$ cat src/rtl/alu_pkg.sv
// alu_pkg: shared constants and types for the 6502 ALU sequencer.
// Holds the ALU op encodings, the command enum seen on req_cmd, the FSM
// state codes and the N/V/Z/C flag bundle.
// Optional build macro referenced by users of this package: DECIMAL_MODE_EN.
package alu_pkg;

  localparam logic [3:0] ALU_OP_NONE = 4'd0;
  localparam logic [3:0] ALU_SUM     = 4'd1;
  localparam logic [3:0] ALU_AND     = 4'd2;
  localparam logic [3:0] ALU_EOR     = 4'd3;
  localparam logic [3:0] ALU_OR      = 4'd4;
  localparam logic [3:0] ALU_SR      = 4'd5;
  localparam logic [3:0] ALU_ROR     = 4'd6;

  typedef enum logic [3:0] {
    CMD_ADC = 4'd0,
    CMD_SBC = 4'd1,
    CMD_CMP = 4'd2,
    CMD_AND = 4'd3,
    CMD_ORA = 4'd4,
    CMD_EOR = 4'd5,
    CMD_LDA = 4'd6,
    CMD_ASL = 4'd7,
    CMD_ROL = 4'd8,
    CMD_LSR = 4'd9,
    CMD_ROR = 4'd10,
    CMD_CLC = 4'd11,
    CMD_SEC = 4'd12,
    CMD_CLV = 4'd13,
    CMD_SED = 4'd14,
    CMD_CLD = 4'd15
  } cmd_e;

  typedef logic [1:0] state_t;
  localparam state_t ST_IDLE = 2'd0;
  localparam state_t ST_EXEC = 2'd1;
  localparam state_t ST_RESP = 2'd2;
  localparam state_t ST_ADJ  = 2'd3;

  typedef struct packed {
    logic n;
    logic v;
    logic z;
    logic c;
  } flags_t;

endpackage

$ cat src/rtl/alu_sequencer_flag_unit.sv
// alu_flag_unit: per-command accumulator write enable and next flag values.
// Purely combinational; the sequencer registers the outputs at the end of EXEC.
// Ports:
//   cmd           latched command
//   flags         current N/V/Z/C
//   alu_sign      ALU result bit 7
//   alu_carry_out, alu_zero, alu_overflow  ALU status
//   flag_d / flag_d_nxt  decimal flag in/out (DECIMAL_MODE_EN builds only)
//   acc_we        accumulator takes the ALU result
//   flags_nxt     flag values to register
//   illegal       command code outside the set decoded by this build
// Build macro: DECIMAL_MODE_EN adds SED/CLD handling.
module alu_flag_unit
  import alu_pkg::*;
(
  input  cmd_e   cmd,
  input  flags_t flags,
  input  logic   alu_sign,
  input  logic   alu_carry_out,
  input  logic   alu_zero,
  input  logic   alu_overflow,
`ifdef DECIMAL_MODE_EN
  input  logic   flag_d,
  output logic   flag_d_nxt,
`endif
  output logic   acc_we,
  output flags_t flags_nxt,
  output logic   illegal
);

  always_comb begin
    acc_we    = 1'b0;
    flags_nxt = flags;
    illegal   = 1'b0;
`ifdef DECIMAL_MODE_EN
    flag_d_nxt = flag_d;
`endif
    case (cmd)
      CMD_ADC, CMD_SBC: begin
        acc_we      = 1'b1;
        flags_nxt.n = alu_sign;
        flags_nxt.v = alu_overflow;
        flags_nxt.z = alu_zero;
        flags_nxt.c = alu_carry_out;
      end
      CMD_CMP: begin
        flags_nxt.n = alu_sign;
        flags_nxt.z = alu_zero;
        flags_nxt.c = alu_carry_out;
      end
      CMD_AND, CMD_ORA, CMD_EOR, CMD_LDA: begin
        acc_we      = 1'b1;
        flags_nxt.n = alu_sign;
        flags_nxt.z = alu_zero;
      end
      CMD_ASL, CMD_ROL, CMD_ROR: begin
        acc_we      = 1'b1;
        flags_nxt.n = alu_sign;
        flags_nxt.z = alu_zero;
        flags_nxt.c = alu_carry_out;
      end
      CMD_LSR: begin
        acc_we      = 1'b1;
        flags_nxt.n = 1'b0;
        flags_nxt.z = alu_zero;
        flags_nxt.c = alu_carry_out;
      end
      CMD_CLC: flags_nxt.c = 1'b0;
      CMD_SEC: flags_nxt.c = 1'b1;
      CMD_CLV: flags_nxt.v = 1'b0;
`ifdef DECIMAL_MODE_EN
      CMD_SED: flag_d_nxt = 1'b1;
      CMD_CLD: flag_d_nxt = 1'b0;
`endif
      default: illegal = 1'b1;
    endcase
  end

endmodule

$ cat src/rtl/alu_sequencer.sv
// alu_sequencer: control front end for the 6502 datapath ALU. Owns the
// accumulator and N/V/Z/C, accepts one command per handshake, drives the
// external combinational ALU for one cycle and captures its result.
// Ports:
//   clk, rst_n                 clock, async active-low reset
//   req_valid/req_ready        command handshake (ready only in IDLE)
//   req_cmd, req_operand       command code and memory operand
//   alu_a, alu_b, alu_op, alu_inverted, alu_carry_in   ALU drive
//   alu_out, alu_carry_out, alu_zero, alu_overflow     ALU result
//   resp_valid/resp_ready      response handshake, resp_err = illegal cmd
//   acc, flag_n/v/z/c          architectural state (flag_d with macro)
// Build macro: DECIMAL_MODE_EN adds flag_d, SED/CLD and the ADJ state.
//
// state | meaning
// IDLE  | waiting for a command, req_ready high
// EXEC  | ALU driven from latched cmd/operand, result captured at edge
// ADJ   | decimal ADC/SBC: binary result re-issued with BCD correction
// RESP  | resp_valid high, acc/flags final, wait for resp_ready
module alu_sequencer
  import alu_pkg::*;
#(
  parameter logic [7:0] ACC_RESET = 8'h00,
  parameter logic [3:0] OP_NONE   = ALU_OP_NONE
) (
  input  logic       clk,
  input  logic       rst_n,
  input  logic       req_valid,
  output logic       req_ready,
  input  logic [3:0] req_cmd,
  input  logic [7:0] req_operand,
  output logic [7:0] alu_a,
  output logic [7:0] alu_b,
  output logic [3:0] alu_op,
  output logic       alu_inverted,
  output logic       alu_carry_in,
  input  logic [7:0] alu_out,
  input  logic       alu_carry_out,
  input  logic       alu_zero,
  input  logic       alu_overflow,
  output logic       resp_valid,
  input  logic       resp_ready,
  output logic       resp_err,
  output logic [7:0] acc,
  output logic       flag_n,
  output logic       flag_v,
  output logic       flag_z,
`ifdef DECIMAL_MODE_EN
  output logic       flag_d,
`endif
  output logic       flag_c
);

  state_t     state;
  cmd_e       cmd_q;
  logic [7:0] opnd_q;
  flags_t     flags;
  flags_t     flags_nxt;
  logic       acc_we;
  logic       illegal;

`ifdef DECIMAL_MODE_EN
  logic       d_q;
  logic       d_nxt;
  logic [7:0] corr_q;
  logic       dec_c_q;
  logic [4:0] lo_sum;
  logic       lo_fix;
  logic       hi_fix;
  logic       dec_c_nxt;
  logic       dec_adj;
  logic [7:0] corr_nxt;
`endif

  alu_flag_unit u_flag_unit (
    .cmd           (cmd_q),
    .flags         (flags),
    .alu_sign      (alu_out[7]),
    .alu_carry_out (alu_carry_out),
    .alu_zero      (alu_zero),
    .alu_overflow  (alu_overflow),
`ifdef DECIMAL_MODE_EN
    .flag_d        (d_q),
    .flag_d_nxt    (d_nxt),
`endif
    .acc_we        (acc_we),
    .flags_nxt     (flags_nxt),
    .illegal       (illegal)
  );

`ifdef DECIMAL_MODE_EN
  // BCD correction derived during EXEC from the pre-update accumulator and
  // the binary ALU result; it is applied through the ALU in ADJ.
  always_comb begin
    lo_sum  = {1'b0, acc[3:0]} + {1'b0, opnd_q[3:0]} + {4'd0, flags.c};
    dec_adj = d_q && ((cmd_q == CMD_ADC) || (cmd_q == CMD_SBC));
    if (cmd_q == CMD_SBC) begin
      lo_fix    = {1'b0, acc[3:0]} < ({1'b0, opnd_q[3:0]} + {4'd0, ~flags.c});
      hi_fix    = ~alu_carry_out;
      dec_c_nxt = alu_carry_out;
    end else begin
      lo_fix    = lo_sum > 5'd9;
      hi_fix    = {alu_carry_out, alu_out} > 9'h099;
      dec_c_nxt = hi_fix;
    end
    corr_nxt = {(hi_fix ? 4'h6 : 4'h0), (lo_fix ? 4'h6 : 4'h0)};
  end
`endif

  always_ff @(posedge clk or negedge rst_n) begin
    if (!rst_n) begin
      state  <= ST_IDLE;
      acc    <= ACC_RESET;
      flags  <= '0;
      cmd_q  <= CMD_ADC;
      opnd_q <= 8'h00;
`ifdef DECIMAL_MODE_EN
      d_q     <= 1'b0;
      corr_q  <= 8'h00;
      dec_c_q <= 1'b0;
`endif
    end else begin
      case (state)
        ST_IDLE: begin
          if (req_valid) begin
            cmd_q  <= cmd_e'(req_cmd);
            opnd_q <= req_operand;
            state  <= ST_EXEC;
          end
        end
        ST_EXEC: begin
          if (acc_we) acc <= alu_out;
          flags <= flags_nxt;
`ifdef DECIMAL_MODE_EN
          d_q <= d_nxt;
          if (dec_adj) begin
            corr_q  <= corr_nxt;
            dec_c_q <= dec_c_nxt;
            state   <= ST_ADJ;
          end else begin
            state <= ST_RESP;
          end
`else
          state <= ST_RESP;
`endif
        end
`ifdef DECIMAL_MODE_EN
        ST_ADJ: begin
          acc     <= alu_out;
          flags.c <= dec_c_q;
          state   <= ST_RESP;
        end
`endif
        ST_RESP: begin
          if (resp_ready) state <= ST_IDLE;
        end
        default: state <= ST_IDLE;
      endcase
    end
  end

  always_comb begin
    alu_a        = 8'h00;
    alu_b        = 8'h00;
    alu_op       = OP_NONE;
    alu_inverted = 1'b0;
    alu_carry_in = 1'b0;
    if (state == ST_EXEC) begin
      case (cmd_q)
        CMD_ADC: begin
          alu_a = acc; alu_b = opnd_q; alu_op = ALU_SUM;
          alu_carry_in = flags.c;
        end
        CMD_SBC: begin
          alu_a = acc; alu_b = opnd_q; alu_op = ALU_SUM;
          alu_inverted = 1'b1; alu_carry_in = flags.c;
        end
        CMD_CMP: begin
          alu_a = acc; alu_b = opnd_q; alu_op = ALU_SUM;
          alu_inverted = 1'b1; alu_carry_in = 1'b1;
        end
        CMD_AND: begin alu_a = acc; alu_b = opnd_q; alu_op = ALU_AND; end
        CMD_ORA: begin alu_a = acc; alu_b = opnd_q; alu_op = ALU_OR;  end
        CMD_EOR: begin alu_a = acc; alu_b = opnd_q; alu_op = ALU_EOR; end
        CMD_LDA: begin alu_a = opnd_q; alu_op = ALU_OR; end
        // Shifts left are acc + acc so the ALU carry out is the old bit 7.
        CMD_ASL: begin alu_a = acc; alu_b = acc; alu_op = ALU_SUM; end
        CMD_ROL: begin
          alu_a = acc; alu_b = acc; alu_op = ALU_SUM;
          alu_carry_in = flags.c;
        end
        CMD_LSR: begin alu_a = acc; alu_op = ALU_SR; end
        CMD_ROR: begin
          alu_a = acc; alu_op = ALU_ROR; alu_carry_in = flags.c;
        end
        default: ;
      endcase
    end
`ifdef DECIMAL_MODE_EN
    else if (state == ST_ADJ) begin
      alu_a        = acc;
      alu_b        = corr_q;
      alu_op       = ALU_SUM;
      alu_inverted = (cmd_q == CMD_SBC);
      alu_carry_in = (cmd_q == CMD_SBC);
    end
`endif
  end

  assign req_ready  = (state == ST_IDLE);
  assign resp_valid = (state == ST_RESP);
  assign resp_err   = resp_valid && illegal;
  assign flag_n     = flags.n;
  assign flag_v     = flags.v;
  assign flag_z     = flags.z;
  assign flag_c     = flags.c;
`ifdef DECIMAL_MODE_EN
  assign flag_d     = d_q;
`endif

endmodule

$ cat config.mk
export PLATFORM = sky130hd
export DESIGN_NAME = alu_sequencer
export DESIGN_NICKNAME = d
export VERILOG_FILES = /design/src/rtl/alu_pkg.sv /design/src/rtl/alu_sequencer_flag_unit.sv /design/src/rtl/alu_sequencer.sv
export SDC_FILE = /design/constraint.sdc
export NUM_CORES = 1
export LEC_CHECK = 0
export ABC_CLOCK_PERIOD_IN_PS = 3000
export CORE_ASPECT_RATIO = 0.6
export CORE_MARGIN = 5
export CORE_UTILIZATION = 45
export CTS_CLUSTER_DIAMETER = 60
export DETAILED_ROUTE_END_ITERATION = 10
export GPL_ROUTABILITY_DRIVEN = 0
export PLACE_DENSITY = 0.85
export SLEW_MARGIN = 40
export SYNTH_ARGS = -nofsm -noshare
export SYNTH_HDL_FRONTEND = slang
export SYNTH_SLANG_ARGS = --single-unit
$ cat constraint.sdc
create_clock -name clk -period 3 [get_ports clk]
set_input_delay 0.3 -clock clk [delete_from_list [all_inputs] [get_ports clk]]
set_output_delay 0.3 -clock clk [all_outputs]
set_load 0.05 [all_outputs]
==> reports/results.ini, run 1 <==
[run_status]
status = complete, no violations

[drt]
wl_met1_microns = 1730
vias_per_cell = 5.59
routed_wl_microns = 4370
route.met3.wl_microns = 384
route.vias.total = 1403
first_pass_detailed_route_iteration_total = 4
highest-signal-layer = met4
met2_wirelength_microns = 2220
ant_nets = 0
routed_wire_length_per_instance_microns = 17.4
detailedRoute.firstIterationViolations = 207
remaining_drc_errors = 0

[worst_setup_path]
worst-setup-path-type = register to output pin
r2r_cells = 4
critical_path.startpoint_type = register
timing.critical_path.arrival_ps = 2460
rr_endpoint = acc[4]$_DFFE_PN0P_
timing.critical_path.from = cmd_q[1]$_DFFE_PN0P_
worst_ep_required_time_ps = 2700
timing.reg2reg.setup_slack_ps = 1090
crit_path_end_kind = output pin
critPathMaxFanout = 17
worstReg2RegStart = cmd_q[2]$_DFFE_PN0P_

[place]
place.detailed.hpwl_microns = 3290
preCtsSetupSlack_ps = 547
dpl.cell_count = 246
io_buffers = 62

[clock_tree]
clock_tree.htree_level_count = 1
clock_tree_from_tritoncts = done
ctsLongestPathBuffers = 2
clkSinkCount = 26
cts-buffers-inserted = 3
cts_post_setup_buffers_inserted = 0
post_cts_resize_count = 0
clock_latency_ps = 270
cts.clk_slew.worst_paths_ps = 90
cts_root_buf = sky130_fd_sc_hd__clkbuf_8
postCtsHoldBufs = 0

[sta]
max_slew.worst_pin.slew_ps = 758
worst_slew_margin_rel_pct = 49.4
postLayoutSetupSlackWorst_ps = 240
top_achievable_clock_speed_mhz = 362
setup-tns-final_ps = 0
setup_viol_count_final = 0
fin_skew_ps = 5.68
post-route-min-period_ps = 2760
min_period_over_period_pct = 92.0
timing.final.max_slew_violations = 0
final_hold_viol_count = 0
setup_repair_after_global_routing_missed_its_margin = false

[pwr]
power.density_cell_area_nw_per_um2 = 1330
post-layout-total-power_mw = 2.81
leakage_nw = 0.882
power.ir.vdd_worst_mv = 0.667

[global_route]
vias_in_the_first_global_route = 1415
grt-ovfl-total = 0
antenna_violations_before_repair = 0
gr-usage-all-layers_pct = 20.0
grt_start_max_net_pins = 27
grt_first_pass_wirelength_microns = 6960

[floorplan]
io-pin-count = 64
chipHeight_microns = 54.2
cell_row_count = 16
dieArea_sq_um = 4530
start_util_pct = 46.0
core_area_sq_um = 3180
chipWidth_microns = 83.6

[logic_synthesis]
yosysTopAreaCellShare_pct = 44.5
netlist-cell-type-count = 29
synth_top_area_cell = sky130_fd_sc_hd__dfrtp_1
synthesis.nets = 176
syn-cell-area_sq_um = 1460
yosys_warnings = 0
synth_sequential_area_ratio_pct = 44.5
syn_area_per_cell_sq_um = 9.82
synth_cells = 149
ys_seq_elements = 26
synth_area_leaders = sky130_fd_sc_hd__dfrtp_1, sky130_fd_sc_hd__mux2_2, sky130_fd_sc_hd__a22oi_1, sky130_fd_sc_hd__nor2_1, sky130_fd_sc_hd__nand2b_1

[final_layout]
layout.cells.non_filler = 251
fill_cells = 252
mostFrequentLayoutCell = sky130_fd_sc_hd__clkdlybuf4s50_1
mostFrequentLayoutCells = sky130_fd_sc_hd__clkdlybuf4s50_1, sky130_fd_sc_hd__nor2_1, sky130_fd_sc_hd__dfrtp_1, sky130_fd_sc_hd__mux2_2, sky130_fd_sc_hd__buf_4
post_route_cells_drive_above_1_share_pct = 21.8
syn_to_layout_area_delta_pct = 44.3
insertedDiodeCount = 0
design.final.nets = 234

[job]
max_cap_violations = 0

[hold_path]
min-delay-path-class = input pin to asynchronous set/reset pin

[power breakdown]
part / switching [mW] / leakage, nW / internal [mW]
registers: 0.248 / 0.310 / 0.526
logic: 1.14 / 0.544 / 0.668
clock network: 0.109 / 0.0288 / 0.117
[synth_stat cells]
cell,count
sky130_fd_sc_hd__o31ai_2,1
sky130_fd_sc_hd__nand2_1,5
sky130_fd_sc_hd__nand2b_1,6
sky130_fd_sc_hd__and2_1,1
sky130_fd_sc_hd__a22oi_1,17
sky130_fd_sc_hd__buf_4,2
sky130_fd_sc_hd__o21ai_0,6
sky130_fd_sc_hd__nand3_1,2
sky130_fd_sc_hd__dfrtp_1,26
sky130_fd_sc_hd__inv_1,3
sky130_fd_sc_hd__nor2b_1,1
sky130_fd_sc_hd__nand4bb_1,1
sky130_fd_sc_hd__a21oi_4,1
sky130_fd_sc_hd__a31oi_1,2
sky130_fd_sc_hd__and3_1,2
sky130_fd_sc_hd__a21o_1,2
sky130_fd_sc_hd__nor3_1,1
sky130_fd_sc_hd__clkbuf_1,5
sky130_fd_sc_hd__a2111oi_0,1
sky130_fd_sc_hd__a21oi_1,7
sky130_fd_sc_hd__xnor2_1,2
sky130_fd_sc_hd__buf_2,4
sky130_fd_sc_hd__conb_1,1
sky130_fd_sc_hd__mux2_2,20
sky130_fd_sc_hd__nand4b_1,1
sky130_fd_sc_hd__o32a_1,1
sky130_fd_sc_hd__nor2_1,26
sky130_fd_sc_hd__o31ai_1,1
sky130_fd_sc_hd__buf_6,1
[layer usage]
layer  vias up  track usage [%]
li1        643                -
met1       691             25.2
met2        65             35.4
met3         4             5.35
met4         0             4.01
met5         -                0
[worst max path at each step]
stage	to	slack, ps	cells after the start
after CTS	alu_inverted	240	3
after floorplan	alu_inverted	200	3
after global routing	alu_inverted	110	3
after detailed placement	alu_inverted	550	3
after global placement	alu_inverted	650	3
final	alu_inverted	240	3
[metrics by stage]
stage	hold WS, ps	util, %	instance area [sq um]
finish	383	66.3	2110
global route	423	66.3	2110
CTS	396	66.2	2110
detailed placement	481	64.4	2050
global placement	483	64.4	2050
floorplan	4.41	-	1460
[flip-flops by register name, indices dropped and copies added (netlist names)]
name,flops
acc,8
flag_n,1
flag_z,1
flag_c,1
flag_v,1
state,2
opnd_q,8
cmd_q,4
[critical path, cell delays in order, from the launching register on]
cell	delay [ps]
sky130_fd_sc_hd__dfrtp_1	570
sky130_fd_sc_hd__nand2b_1	290
sky130_fd_sc_hd__a2111oi_1	450
sky130_fd_sc_hd__clkdlybuf4s50_1	880
[area by class of cell]
type / instances / area [sq um] / area share, %
clock buffers: 4 / 55.1 / 2.61
multi-input cells: 108 / 737 / 34.9
inverters: 3 / 11.3 / 0.533
well taps: 45 / 56.3 / 2.67
flip-flops and latches: 26 / 651 / 30.8
repair buffers: 65 / 601 / 28.5
[cells by family (layout without fill, tap and decap cells)]
kind of cell | Yosys count | in the layout | synth area share [%]
XOR/XNOR | 2 | 2 | 1.20
multiplexers | 20 | 20 | 15.4
AO/OA/AOI/OAI | 39 | 39 | 18.8
flip-flops | 26 | 26 | 44.5
buffers and inverters | 15 | 72 | 5.22
other | 1 | 1 | 0.256
AND/OR/NAND/NOR | 46 | 46 | 14.6
(Power assumes the default switching activity.)
==> run 2: changes to the inputs <==
--- a/config.mk
+++ b/config.mk
@@ -11,7 +11,6 @@
 export CORE_UTILIZATION = 45
 export CTS_CLUSTER_DIAMETER = 60
 export DETAILED_ROUTE_END_ITERATION = 10
-export GPL_ROUTABILITY_DRIVEN = 0
 export PLACE_DENSITY = 0.85
 export SLEW_MARGIN = 40
 export SYNTH_ARGS = -nofsm -noshare
==> results of run 2 <==
Same layout as run 1: the final DEF is identical, and so are final timing and power.
==> run 3: changes to the inputs <==
--- a/config.mk
+++ b/config.mk
@@ -5,13 +5,15 @@
 export SDC_FILE = /design/constraint.sdc
 export NUM_CORES = 1
 export LEC_CHECK = 0
+export ABC_AREA = 1
 export ABC_CLOCK_PERIOD_IN_PS = 3000
 export CORE_ASPECT_RATIO = 0.6
 export CORE_MARGIN = 5
 export CORE_UTILIZATION = 45
 export CTS_CLUSTER_DIAMETER = 60
 export DETAILED_ROUTE_END_ITERATION = 10
-export PLACE_DENSITY = 0.85
+export PLACE_DENSITY = 0.84
+export SETUP_SLACK_MARGIN = 0.4
 export SLEW_MARGIN = 40
 export SYNTH_ARGS = -nofsm -noshare
 export SYNTH_HDL_FRONTEND = slang
==> run 3 against run 2 <==
- hold slack better by 16 ps
- combinational power down 4%
- flip-flop and latch count unchanged
- area after synthesis grew 2.1%
- register-to-register slack gained 350 ps
- largest cell class unchanged
==> reports/results.ini, run 3 <==
[run_status]
status = complete, no violations

[final_layout]
fin_util_pct = 67.4  ; +1.0 points
multi_input_comb_area_sq_um = 721  ; -2.2%
insertedDiodeCount = 0  ; unchanged
syn_to_layout_area_delta_pct = 45.4
regArea_sq_um = 651  ; unchanged
registers_with_the_most_flip_flops = acc x8, opnd_q x8, cmd_q x4
mostFrequentLayoutCell = sky130_fd_sc_hd__nand2_1
fill_cells = 305  ; +21%
final_area_sq_um = 2170  ; +2.8%
design.final.nets = 303  ; +29%
layout.cells.non_filler = 320  ; +27%
post_route_cells_drive_above_1_share_pct = 7.64  ; -14 points
mostFrequentLayoutCells = sky130_fd_sc_hd__nand2_1, sky130_fd_sc_hd__clkdlybuf4s50_1, sky130_fd_sc_hd__a21oi_1, sky130_fd_sc_hd__dfrtp_1, sky130_fd_sc_hd__inv_1

[worst_setup_path]
critical_path.startpoint_type = register
crit_chain = inv_1 > nor2_2 > nand2_1 > nand3_1 > o21bai_1 > a21oi_1 > dlygate4sd2_1
timing.critical_path.arrival_ps = 2150  ; -310 ps
worst-setup-path-type = register to output pin
timing.reg2reg.setup_slack_ps = 1440  ; +350 ps
crit_path_end_kind = output pin
worst_path_max_delay_cell = sky130_fd_sc_hd__dlygate4sd2_1
slowest_delay_ps = 550  ; -330 ps
worst_ep_required_time_ps = 2700  ; about the same
critPathMaxFanout = 8  ; -9

[sta]
fin_skew_ps = 3.56  ; -2.12 ps
setup_viol_count_final = 0  ; unchanged
timing.final.max_slew_violations = 0  ; unchanged
min_period_over_period_pct = 81.7  ; -10 points
top_achievable_clock_speed_mhz = 408  ; +13%
worst_slew_margin_rel_pct = 59.4  ; +10 points
max_slew.worst_pin.slew_ps = 608  ; -151 ps
setup_repair_after_global_routing_missed_its_margin = false
final_hold_viol_count = 0  ; unchanged
post-route-min-period_ps = 2450  ; -310 ps
setup-tns-final_ps = 0  ; unchanged

[clock_tree]
clock_tree_from_tritoncts = done
clock_latency_ps = 270  ; about the same
cts-buffers-inserted = 3  ; unchanged
clock_tree.htree_level_count = 1  ; unchanged
ctsLongestPathBuffers = 2  ; unchanged
clkSinkCount = 26  ; unchanged
cts_root_buf = sky130_fd_sc_hd__clkbuf_8
cts_post_setup_buffers_inserted = 0  ; unchanged
cts.clk_slew.worst_paths_ps = 90  ; about the same

[logic_synthesis]
syn-cell-area_sq_um = 1490  ; +2.1%
async_flop_share_pct = 100  ; unchanged
netlist-cell-type-count = 20  ; -31%
synth_area_leaders = sky130_fd_sc_hd__dfrtp_1, sky130_fd_sc_hd__nand2_1, sky130_fd_sc_hd__a21oi_1, sky130_fd_sc_hd__inv_1, sky130_fd_sc_hd__o21bai_1
synth_top_area_cell = sky130_fd_sc_hd__dfrtp_1
synth_cells = 213  ; +43%
synth_sequential_area_ratio_pct = 43.6  ; -0.89 points
yosysMostFrequentCell = sky130_fd_sc_hd__nand2_1
yosys_most_used_dff = sky130_fd_sc_hd__dfrtp_1
synthesis.nets = 240  ; +36%
post_synth_edffs = 0  ; unchanged
post_synth_most_frequent_cells = sky130_fd_sc_hd__nand2_1, sky130_fd_sc_hd__a21oi_1, sky130_fd_sc_hd__dfrtp_1
yosysTopAreaCellShare_pct = 43.6  ; -0.89 points
yosys_warnings = 0  ; unchanged
syn_area_per_cell_sq_um = 7.01  ; -29%
ys_seq_elements = 26  ; unchanged

[global_route]
grt_start_max_net_pins = 27  ; unchanged
vias_in_the_first_global_route = 1382  ; -2.3%
gr-usage-all-layers_pct = 19.5  ; -0.46 points
grt_first_pass_wirelength_microns = 6950  ; -0.20%
grt-ovfl-total = 0  ; unchanged
antenna_violations_before_repair = 0  ; unchanged

[floorplan]
chipWidth_microns = 84.4  ; +0.90%
chipHeight_microns = 54.6  ; +0.83%
io-pin-count = 64  ; unchanged
dieArea_sq_um = 4610  ; +1.7%
start_util_pct = 46.3  ; +0.36 points
core_area_sq_um = 3220  ; +1.3%
cell_row_count = 16  ; unchanged

[drt]
vias_per_cell = 4.77  ; -15%
route.vias.total = 1526  ; +8.8%
first_pass_detailed_route_iteration_total = 4  ; unchanged
remaining_drc_errors = 0  ; unchanged
ant_nets = 0  ; unchanged
routed_wire_length_per_instance_microns = 13.4  ; -23%
detailedRoute.firstIterationViolations = 134  ; -35%
routed_wl_microns = 4290  ; -1.9%

[place]
io_buffers = 62  ; unchanged
placedInstanceArea_sq_um = 2150  ; +4.6%
place.detailed.hpwl_microns = 3480  ; +5.8%
dpl.cell_count = 316  ; +28%
gp_congestion = 0.912

[hold_path]
min-delay-path-class = input pin to asynchronous set/reset pin

[job]
max_cap_violations = 0  ; unchanged

[pwr]
power.ir.vdd_worst_mv = 0.782  ; +17%
post-layout-total-power_mw = 2.70  ; -4.0%
power.density_cell_area_nw_per_um2 = 1240  ; -6.6%
leakage_nw = 1.10  ; +25%

[run 3: cell types whose count changed in the layout (fill, tap and decap cells not counted), moves of 6 or more]
| cell | delta |
|---|---|
| sky130_fd_sc_hd__a21oi_1 | +19 |
| sky130_fd_sc_hd__a22oi_1 | -17 |
| sky130_fd_sc_hd__buf_4 | -17 |
| sky130_fd_sc_hd__clkbuf_2 | +6 |
| sky130_fd_sc_hd__dlygate4sd2_1 | +11 |
| sky130_fd_sc_hd__inv_1 | +21 |
| sky130_fd_sc_hd__mux2_2 | -20 |
| sky130_fd_sc_hd__nand2_1 | +75 |
| sky130_fd_sc_hd__nand2b_1 | -6 |
| sky130_fd_sc_hd__nor2_1 | -12 |
| sky130_fd_sc_hd__o21bai_1 | +8 |
[run 3: power by group]
part           leakage (nW)  internal [mW]  switching, mW  total [mW]
registers             0.310          0.520          0.159       0.679
clock network        0.0357          0.178          0.106       0.284
logic                 0.755          0.493           1.24        1.73
[run 3: per-stage QoR]
| step | hold WS (ps) | worst slack (ps) |
|---|---|---|
| 3_3_place_gp | 473 | 479 |
| 3_5_place_dp | 472 | 563 |
| 6_report | 399 | 549 |
| 2_1_floorplan | 4.41 | 800 |
| 4_1_cts | 407 | 401 |
| 5_1_grt | 431 | 410 |
[run 3: path summary, 6_finish.rpt]
kind,from,to,cells past startpoint
min in group clk,flag_z$_DFFE_PN0P_,flag_z$_DFFE_PN0P_,2
setup reg to reg,cmd_q[0]$_DFFE_PN0P_,acc[1]$_DFFE_PN0P_,6
hold / removal,rst_n,flag_c$_DFFE_PN0P_,2
hold reg to reg,flag_z$_DFFE_PN0P_,flag_z$_DFFE_PN0P_,2
setup / recovery,cmd_q[2]$_DFFE_PN0P_,alu_a[4],7
max in group asynchronous,rst_n,cmd_q[1]$_DFFE_PN0P_,2
[run 3: kinds of logic after synthesis]
kind of cell	Yosys count	share of synthesized area (%)
AOI/OAI and AO/OA	45	16.7
buffers and inverters	29	8.47
DFF	26	43.6
other	1	0.251
and+or+nand+nor	112	31.0
[run 3: cell type report]
cell class | instances | share of cell area [%]
Clock buffer | 3 | 1.90
Clock inverter | 1 | 1.38
Inverter | 24 | 4.15
Multi-Input combinational cell | 158 | 33.2
Sequential cell | 26 | 30.0
Tap cell | 45 | 2.59
Timing Repair Buffer | 63 | 26.8
[run 3: critical path, delay by kind of cell (launching register included)]
family                 cells  cell delay (ps)
buffers and inverters      2              660
AND/OR/NAND/NOR            3              520
flip-flops                 1              450
AO/OA/AOI/OAI              2              240
[run 3: layer usage]
metal	GRT usage (%)	routed length [microns]	part of all wire, %
met1	30.4	2300	54
met2	27.0	1670	39
met5	0	0	0
met4	3.95	12	0.28
met3	4.81	304	7.1
[run 3: what timing repair did]
action,4_1_cts,5_1_grt
hold endpoints to repair,0,0
endpoints found under the setup margin,18,8
hold buffers,0,0
resized for setup,18,15
